<file path="config.mk">
export PLATFORM = sky130hd
export DESIGN_NAME = vaddsub_pipe
export DESIGN_NICKNAME = d
export VERILOG_FILES = /design/src/rtl/vec_alu_pkg.sv /design/src/rtl/addsub_lane.sv /design/src/rtl/vaddsub_pipe.sv
export SDC_FILE = /design/constraint.sdc
export NUM_CORES = 1
export LEC_CHECK = 0
export CAP_MARGIN = 20
export CELL_PAD_IN_SITES_DETAIL_PLACEMENT = 0
export CELL_PAD_IN_SITES_GLOBAL_PLACEMENT = 1
export CORE_ASPECT_RATIO = 2
export CORE_MARGIN = 3
export CORE_UTILIZATION = 41
export DETAILED_ROUTE_END_ITERATION = 6
export GPL_TIMING_DRIVEN = 0
export PLACE_DENSITY = 0.86
export SYNTH_ARGS = -nofsm -noshare
export SYNTH_HDL_FRONTEND = slang
export SYNTH_HIERARCHICAL = 1
export SYNTH_SLANG_ARGS = --single-unit
</file>
<file path="constraint.sdc">
create_clock -name module_clk_i -period 10.6 [get_ports module_clk_i]
set_clock_uncertainty 0.1 [all_clocks]
set_input_delay 1.06 -clock module_clk_i [delete_from_list [all_inputs] [get_ports module_clk_i]]
set_output_delay 1.06 -clock module_clk_i [all_outputs]
set_load 0.02 [all_outputs]
</file>
<file path="src/rtl/vec_alu_pkg.sv">
// ============================================================================
// Module      : vec_alu_pkg
// Description : Shared element-width types and helpers for the vector ALU.
// Revision    : 1.0 - initial release
// ============================================================================
`default_nettype none

package vec_alu_pkg;

    typedef enum logic [1:0] {
        SEW8  = 2'b00,
        SEW16 = 2'b01,
        SEW32 = 2'b10
    } sew_e;

    localparam int ELEM_W_MIN = 8;

    // Elements of the selected width that fit in max_el minimum-width slots.
    function automatic int unsigned elem_count(input int unsigned max_el, input sew_e sew);
        return max_el >> sew;
    endfunction

    // The reserved encoding behaves as 32-bit elements.
    function automatic sew_e sew_decode(input logic [1:0] raw);
        return (raw == 2'b11) ? SEW32 : sew_e'(raw);
    endfunction

endpackage

`default_nettype wire

</file>
<file path="src/rtl/addsub_lane.sv">
// ============================================================================
// Module      : addsub_lane
// Description : Combinational segmented add/sub for one lane; optional
//               saturation enabled by VADDSUB_SAT_EN.
// Revision    : 1.0 - initial release
// ============================================================================
`default_nettype none

module addsub_lane
    import vec_alu_pkg::*;
#(
    parameter int DATA_WIDTH = 32
) (
    input  logic [DATA_WIDTH-1:0]   a,
    input  logic [DATA_WIDTH-1:0]   b,
    input  logic [DATA_WIDTH/8-1:0] ci,
    input  logic [DATA_WIDTH/8-1:0] mask,
    input  logic                    sub,
    input  sew_e                    sew,
`ifdef VADDSUB_SAT_EN
    input  logic                    sat,
    input  logic                    signed_mode,
    output logic                    vxsat,
`endif
    output logic [DATA_WIDTH-1:0]   sum,
    output logic [DATA_WIDTH/8-1:0] co
);

    localparam int NB = DATA_WIDTH / ELEM_W_MIN;
`ifdef VADDSUB_SAT_EN
    localparam int IW = 4;
`else
    localparam int IW = 1;
`endif

    logic [NB-1:0]         w_ci_b;
    logic [NB-1:0]         w_mask_b;
    logic [NB-1:0]         w_start_b;
    logic [NB-1:0]         w_cout_b;
    logic [DATA_WIDTH-1:0] w_raw;
    logic [IW-1:0]         w_binfo [NB];
    logic [IW-1:0]         w_einfo [NB];
    logic [NB-1:0]         w_evalid;
`ifdef VADDSUB_SAT_EN
    logic [NB-1:0]         w_last_b;
    logic [NB-1:0]         w_ovf_b;
    logic [NB-1:0]         w_hi_b;
    logic [NB-1:0]         w_ovf_e;
    logic [NB-1:0]         w_hi_e;
`endif

    // Per-byte view of element-level controls.
    for (genvar i = 0; i < NB; i++) begin : g_byte
        assign w_ci_b[i]    = (sew == SEW8) ? ci[i]   : (sew == SEW16) ? ci[i/2]   : ci[i/4];
        assign w_mask_b[i]  = (sew == SEW8) ? mask[i] : (sew == SEW16) ? mask[i/2] : mask[i/4];
        assign w_start_b[i] = (sew == SEW8) || ((sew == SEW16) && (i % 2 == 0)) || (i % 4 == 0);
`ifdef VADDSUB_SAT_EN
        assign w_last_b[i]  = (sew == SEW8) || ((sew == SEW16) && (i % 2 == 1))
                              || ((sew == SEW32) && (i % 4 == 3));
        assign w_ovf_b[i]   = (sew == SEW8) ? w_ovf_e[i] : (sew == SEW16) ? w_ovf_e[i/2] : w_ovf_e[i/4];
        assign w_hi_b[i]    = (sew == SEW8) ? w_hi_e[i]  : (sew == SEW16) ? w_hi_e[i/2]  : w_hi_e[i/4];

        logic [7:0] w_sat_byte;
        assign w_sat_byte = w_hi_b[i] ? ((signed_mode && w_last_b[i]) ? 8'h7F : 8'hFF)
                                      : ((signed_mode && w_last_b[i]) ? 8'h80 : 8'h00);
        assign sum[i*8 +: 8] = !w_mask_b[i]             ? a[i*8 +: 8] :
                               (sat && w_ovf_b[i])      ? w_sat_byte  : w_raw[i*8 +: 8];
`else
        assign sum[i*8 +: 8] = w_mask_b[i] ? w_raw[i*8 +: 8] : a[i*8 +: 8];
`endif
    end

    // Byte-serial ripple; the chain restarts at each element's first byte.
    always_comb begin
        logic       v_carry;
        logic       v_cin;
        logic [8:0] v_t;
        v_carry  = 1'b0;
        v_cin    = 1'b0;
        v_t      = '0;
        w_raw    = '0;
        w_cout_b = '0;
        for (int i = 0; i < NB; i++) begin
            v_cin = w_start_b[i] ? (w_ci_b[i] ^ sub) : v_carry;
            v_t   = {1'b0, a[i*8 +: 8]} + {1'b0, b[i*8 +: 8] ^ {8{sub}}} + {8'd0, v_cin};
            w_raw[i*8 +: 8] = v_t[7:0];
            w_cout_b[i]     = v_t[8];
            v_carry         = v_t[8];
            w_binfo[i]      = '0;
            w_binfo[i][0]   = v_t[8];
`ifdef VADDSUB_SAT_EN
            w_binfo[i][1]   = v_t[7];
            w_binfo[i][2]   = b[i*8+7] ^ sub;
            w_binfo[i][3]   = a[i*8+7];
`endif
        end
    end

    // Gather carry and sign info from each element's most significant byte.
    for (genvar e = 0; e < NB; e++) begin : g_elem
        if (e < NB / 4) begin : g_any_sew
            assign w_einfo[e]  = (sew == SEW8)  ? w_binfo[e] :
                                 (sew == SEW16) ? w_binfo[2*e+1] : w_binfo[4*e+3];
            assign w_evalid[e] = 1'b1;
        end else if (e < NB / 2) begin : g_sew8_16
            assign w_einfo[e]  = (sew == SEW8) ? w_binfo[e] : w_binfo[2*e+1];
            assign w_evalid[e] = (sew != SEW32);
        end else begin : g_sew8_only
            assign w_einfo[e]  = w_binfo[e];
            assign w_evalid[e] = (sew == SEW8);
        end

        assign co[e] = w_evalid[e] & mask[e] & (w_einfo[e][0] ^ sub);

`ifdef VADDSUB_SAT_EN
        assign w_ovf_e[e] = w_evalid[e] & (signed_mode
                            ? ((w_einfo[e][3] == w_einfo[e][2]) && (w_einfo[e][1] != w_einfo[e][3]))
                            : (w_einfo[e][0] ^ sub));
        assign w_hi_e[e]  = signed_mode ? ~w_einfo[e][3] : ~sub;
`endif
    end

`ifdef VADDSUB_SAT_EN
    assign vxsat = sat & (|(w_ovf_e & mask));
`endif

endmodule

`default_nettype wire

</file>
<file path="src/rtl/vaddsub_pipe.sv">
// ============================================================================
// Module      : vaddsub_pipe
// Description : Two-stage multi-lane segmented add/sub with valid/ready;
//               optional saturation enabled by VADDSUB_SAT_EN.
// Revision    : 1.0 - initial release
// ============================================================================
`default_nettype none

module vaddsub_pipe
    import vec_alu_pkg::*;
#(
    parameter  int DATA_WIDTH = 32,
    parameter  int LANES      = 4,
    localparam int NEL        = LANES * DATA_WIDTH / 8
) (
    input  logic                        module_clk_i,
    input  logic                        module_rst_ni,
    input  logic                        in_valid_i,
    output logic                        in_ready_o,
    input  logic [LANES*DATA_WIDTH-1:0] a_i,
    input  logic [LANES*DATA_WIDTH-1:0] b_i,
    input  logic [NEL-1:0]              ci_i,
    input  logic [NEL-1:0]              mask_i,
    input  logic                        sub_i,
    input  logic [1:0]                  sew_i,
`ifdef VADDSUB_SAT_EN
    input  logic                        sat_i,
    input  logic                        signed_i,
    output logic                        vxsat_o,
`endif
    output logic                        out_valid_o,
    input  logic                        out_ready_i,
    output logic [LANES*DATA_WIDTH-1:0] sum_o,
    output logic [NEL-1:0]              co_o
);

    localparam int TW = LANES * DATA_WIDTH;
    localparam int NB = DATA_WIDTH / ELEM_W_MIN;

    logic          w_stall;
    logic          r_s1_valid;
    logic [TW-1:0] r_s1_a;
    logic [TW-1:0] r_s1_b;
    logic [NEL-1:0] r_s1_ci;
    logic [NEL-1:0] r_s1_mask;
    logic          r_s1_sub;
    sew_e          r_s1_sew;
    logic          r_out_valid;
    logic [TW-1:0] r_sum;
    logic [NEL-1:0] r_co;

    logic [TW-1:0]  w_sum;
    logic [NEL-1:0] w_co;
    logic [NEL-1:0] w_co_pos [LANES];
    int unsigned    w_lane_el;
`ifdef VADDSUB_SAT_EN
    logic             r_s1_sat;
    logic             r_s1_signed;
    logic             r_vxsat;
    logic [LANES-1:0] w_vxsat_l;
`endif

    assign w_stall    = r_out_valid & ~out_ready_i;
    assign in_ready_o = ~w_stall;

    // Bubbles load zeroed operands so the adders see no toggling.
    always_ff @(posedge module_clk_i or negedge module_rst_ni) begin
        if (!module_rst_ni) begin
            r_s1_valid  <= 1'b0;
            r_s1_a      <= '0;
            r_s1_b      <= '0;
            r_s1_ci     <= '0;
            r_s1_mask   <= '0;
            r_s1_sub    <= 1'b0;
            r_s1_sew    <= SEW8;
`ifdef VADDSUB_SAT_EN
            r_s1_sat    <= 1'b0;
            r_s1_signed <= 1'b0;
`endif
        end else if (!w_stall) begin
            r_s1_valid  <= in_valid_i;
            r_s1_a      <= in_valid_i ? a_i    : '0;
            r_s1_b      <= in_valid_i ? b_i    : '0;
            r_s1_ci     <= in_valid_i ? ci_i   : '0;
            r_s1_mask   <= in_valid_i ? mask_i : '0;
            r_s1_sub    <= in_valid_i & sub_i;
            r_s1_sew    <= in_valid_i ? sew_decode(sew_i) : SEW8;
`ifdef VADDSUB_SAT_EN
            r_s1_sat    <= in_valid_i & sat_i;
            r_s1_signed <= in_valid_i & signed_i;
`endif
        end
    end

    assign w_lane_el = elem_count(NB, r_s1_sew);

    // Element k of the op lives in lane k / w_lane_el.
    for (genvar l = 0; l < LANES; l++) begin : g_lane
        logic [NB-1:0] w_lane_ci;
        logic [NB-1:0] w_lane_mask;
        logic [NB-1:0] w_lane_co;

        assign w_lane_ci   = NB'(r_s1_ci   >> (l * w_lane_el));
        assign w_lane_mask = NB'(r_s1_mask >> (l * w_lane_el));

        addsub_lane #(
            .DATA_WIDTH (DATA_WIDTH)
        ) u_lane (
            .a           (r_s1_a[l*DATA_WIDTH +: DATA_WIDTH]),
            .b           (r_s1_b[l*DATA_WIDTH +: DATA_WIDTH]),
            .ci          (w_lane_ci),
            .mask        (w_lane_mask),
            .sub         (r_s1_sub),
            .sew         (r_s1_sew),
`ifdef VADDSUB_SAT_EN
            .sat         (r_s1_sat),
            .signed_mode (r_s1_signed),
            .vxsat       (w_vxsat_l[l]),
`endif
            .sum         (w_sum[l*DATA_WIDTH +: DATA_WIDTH]),
            .co          (w_lane_co)
        );

        assign w_co_pos[l] = NEL'(w_lane_co) << (l * w_lane_el);
    end

    always_comb begin
        w_co = '0;
        for (int l = 0; l < LANES; l++) begin
            w_co = w_co | w_co_pos[l];
        end
    end

    always_ff @(posedge module_clk_i or negedge module_rst_ni) begin
        if (!module_rst_ni) begin
            r_out_valid <= 1'b0;
            r_sum       <= '0;
            r_co        <= '0;
`ifdef VADDSUB_SAT_EN
            r_vxsat     <= 1'b0;
`endif
        end else if (!w_stall) begin
            r_out_valid <= r_s1_valid;
            r_sum       <= w_sum;
            r_co        <= w_co;
`ifdef VADDSUB_SAT_EN
            r_vxsat     <= |w_vxsat_l;
`endif
        end
    end

    assign out_valid_o = r_out_valid;
    assign sum_o       = r_sum;
    assign co_o        = r_co;
`ifdef VADDSUB_SAT_EN
    assign vxsat_o     = r_vxsat;
`endif

endmodule

`default_nettype wire
</file>
==> reports/qor.txt <==
Via density = 5.26
number of I/O port buffers = 439
fin crit period = 10160 ps
CORE AREA = 66700 um2
Crit Path Class = reg -> reg
DIE AREA = 70800 um2
Worst VDD drop = 0.130 mV
# setup viols final = 0
clk root buf = clkbuf_16
first-pass GRT wire length = 147000 um
adder and majority gate portion of the synthesized area = 7.65%
most frequent CP cell = fa_1
worst slew pin tran = 1110 ps
slowest stage delay, CP = 560 ps
die width = 190 um
Max Fclk = 0.0984 GHz
gpl congestion = 0.928
RR Endpoint = co_o[1]
P_leak = 17.3 nW
register area share after synthesis = 39.5%
critical path data required time = 10910 ps
max cap viols = 0
number of remaining DRC errors = 1
Crit. End Element = register
period utilization = 95.8%
CTS tree = done
mux cell area share after synthesis = 7.21%
Main synth FF type = dfrtp_1
Post-Syn Nets = 3686
worst min path class = in -> async
Post-synth EDFFs = 0
crit path launch type = register
Final Util = 52.8%
Async S/R FF share, synth = 100%
flip-flop and latch area = 10900 um2
synth warn = 6
Crit path max-delay family = adder cells
largest net degree at the start of global routing = 119
leading cell type in the layout, fill and taps excluded = nand2_1
failing checks = DRC
register clock-pin slew on the reported worst setup and hold paths = 60 ps
Vias = 24600
CP max stage cell = o21ai_0
reg-to-reg startpoint = r_s1_sew[0]
clk_lat worst skew = 590 ps
vias in the first global route = 25600
worst reg2reg setup slack = 440 ps
R2R depth = 41
Mapped Cells = 3241
Max Slew Vio Count = 0
Rel. slew slack = 25.7%
filler cell count = 6526
Synth Area in Compound Gates = 9.83%
drt wl/cell = 20.3 um
TritonCTS buffer count = 44
most frequent cells in the layout = nand2_1 (1072), clkdlybuf4s50_1 (438), dfrtp_1 (435)
area occupied by multi-input gates = 15700 um2
layout cell share with drive strength beyond 1 = 8.81%
Post-Synth Simple-Gate Area = 24.3%
initial antenna violation count = 25
final instance area = 35200 um2
die height = 373 um
Setup TNS = 0 ps
Layout Area Growth over Synthesis = 27.3%
Routed Antenna Nets = 0
critical path arrival = 10470 ps
CTS sink cnt = 437
PD cells = 188 nW/um2
initial DRC count = 1252
crit-path max FO = 23
area of placed instances = 33400 um2
Clock Tree Buf Depth = 3
Initial Util = 41.5%
Routed WL = 95100 um
Row Count = 134
gr usage total = 26.6%
Netlist cell types = 79
status = finished with violations
Seq cells post-synth = 437
Synth Area in XOR/XNOR = 7.40%
main combinational cell family by area after synthesis = simple AND/OR/NAND/NOR gates
syn avg cell area = 8.54 um2
Bufs and invs on worst path = 4
HPWL after DPL = 74200 um
Pre-antenna DRT Iters = 7
Hold Vio Cnt, Final = 0
io pins = 441
Post-Syn Area = 27700 um2
CTS H-tree lvls = 2
grt total ovfl = 0
# nets final = 4191
==> state kept, by name, indices dropped and copies added (netlist names) <==
signal and cells:
r_s1_ci 16, r_s1_a 128, r_s1_b 128, co_o 16
r_s1_sub 1, r_s1_mask 16, out_valid_o 1, r_s1_sew 2
r_s1_valid 1, sum_o 128
==> synthesized netlist by cell type (all sizes together), types with 18 or more instances <==
cell type / instances / area, um2
a21o: 38 / 285
a21oi: 97 / 538
buf: 69 / 368
clkbuf: 131 / 494
dfrtp: 437 / 10900
fa: 32 / 641
ha: 118 / 1480
inv: 72 / 270
mux2: 90 / 1020
mux2i: 63 / 631
nand2: 1074 / 4040
nand2b: 22 / 138
nand3: 311 / 1560
nor2: 67 / 259
nor2b: 32 / 208
nor3: 24 / 120
o21a: 50 / 375
o21ai: 82 / 410
o31ai: 18 / 135
xnor2: 70 / 632
xor2: 160 / 1420
==> cells by family after synthesis <==
logic type,Yosys count
and+or+nand+nor,1585
DFF,437
AOI/OAI and AO/OA,399
buffers and inverters,272
xor gates and xnor gates,230
muxes,168
adders and majority gates,150
==> worst max path at each step <==
stage                             to  slack (ps)          start  cells after the start
after floorplan              co_o[5]        1070    r_s1_sew[0]                     43
after global placement    r_s1_a[12]      -11620  module_rst_ni                      1
after detailed placement     co_o[3]       -1250    r_s1_sew[1]                     40
after CTS                    co_o[5]          10    r_s1_sew[1]                     44
after global routing         co_o[2]          -7    r_s1_sew[0]                     42
final                        co_o[1]         440    r_s1_sew[0]                     41
==> repair_timing <==
item / in CTS / in global routing
pin swaps: 1 / 7
setup buffers: 2 / 6
gates resized for setup: 29 / 26
hold buffers: 0 / 0
endpoints found under the setup margin: 16 / 16
==> cell type report <==
cell class,count,area share [%]
Clock buffer,57,3.50
Timing Repair Buffer,459,13.4
Buffer,200,2.56
Antenna cell,10,0.0711
Tap cell,884,3.14
Inverter,72,0.778
Sequential cell,437,31.1
Clock inverter,22,0.806
Multi-Input combinational cell,2532,44.7
==> metrics by stage <==
| step | hold slack (ps) | setup slack (ps) | cells | power [mW] |
|---|---|---|---|---|
| after CTS | 319 | 13.4 | 4657 | 6.67 |
| after global placement | 340 | -11620 | 4564 | 4.90 |
| after detailed placement | 349 | -1250 | 4576 | 4.95 |
| after floorplan | 330 | 1070 | 3241 | 3.85 |
| after global routing | 347 | -6.91 | 4665 | 7.03 |
| final | 315 | 442 | 4673 | 6.64 |
==> where the power goes <==
part / switching, mW / internal, mW
clock network: 0.716 / 0.970
logic: 1.55 / 1.22
registers: 0.218 / 1.97
==> layer usage <==
metal,routed length (um),GRT usage (%),vias up
li1,-,-,11900
met1,35900,30.2,11700
met2,49200,48.4,703
met3,5600,4.92,203
met4,4250,11.1,22
met5,141,0,-
Note: power is estimated with default switching activity, not from simulation.
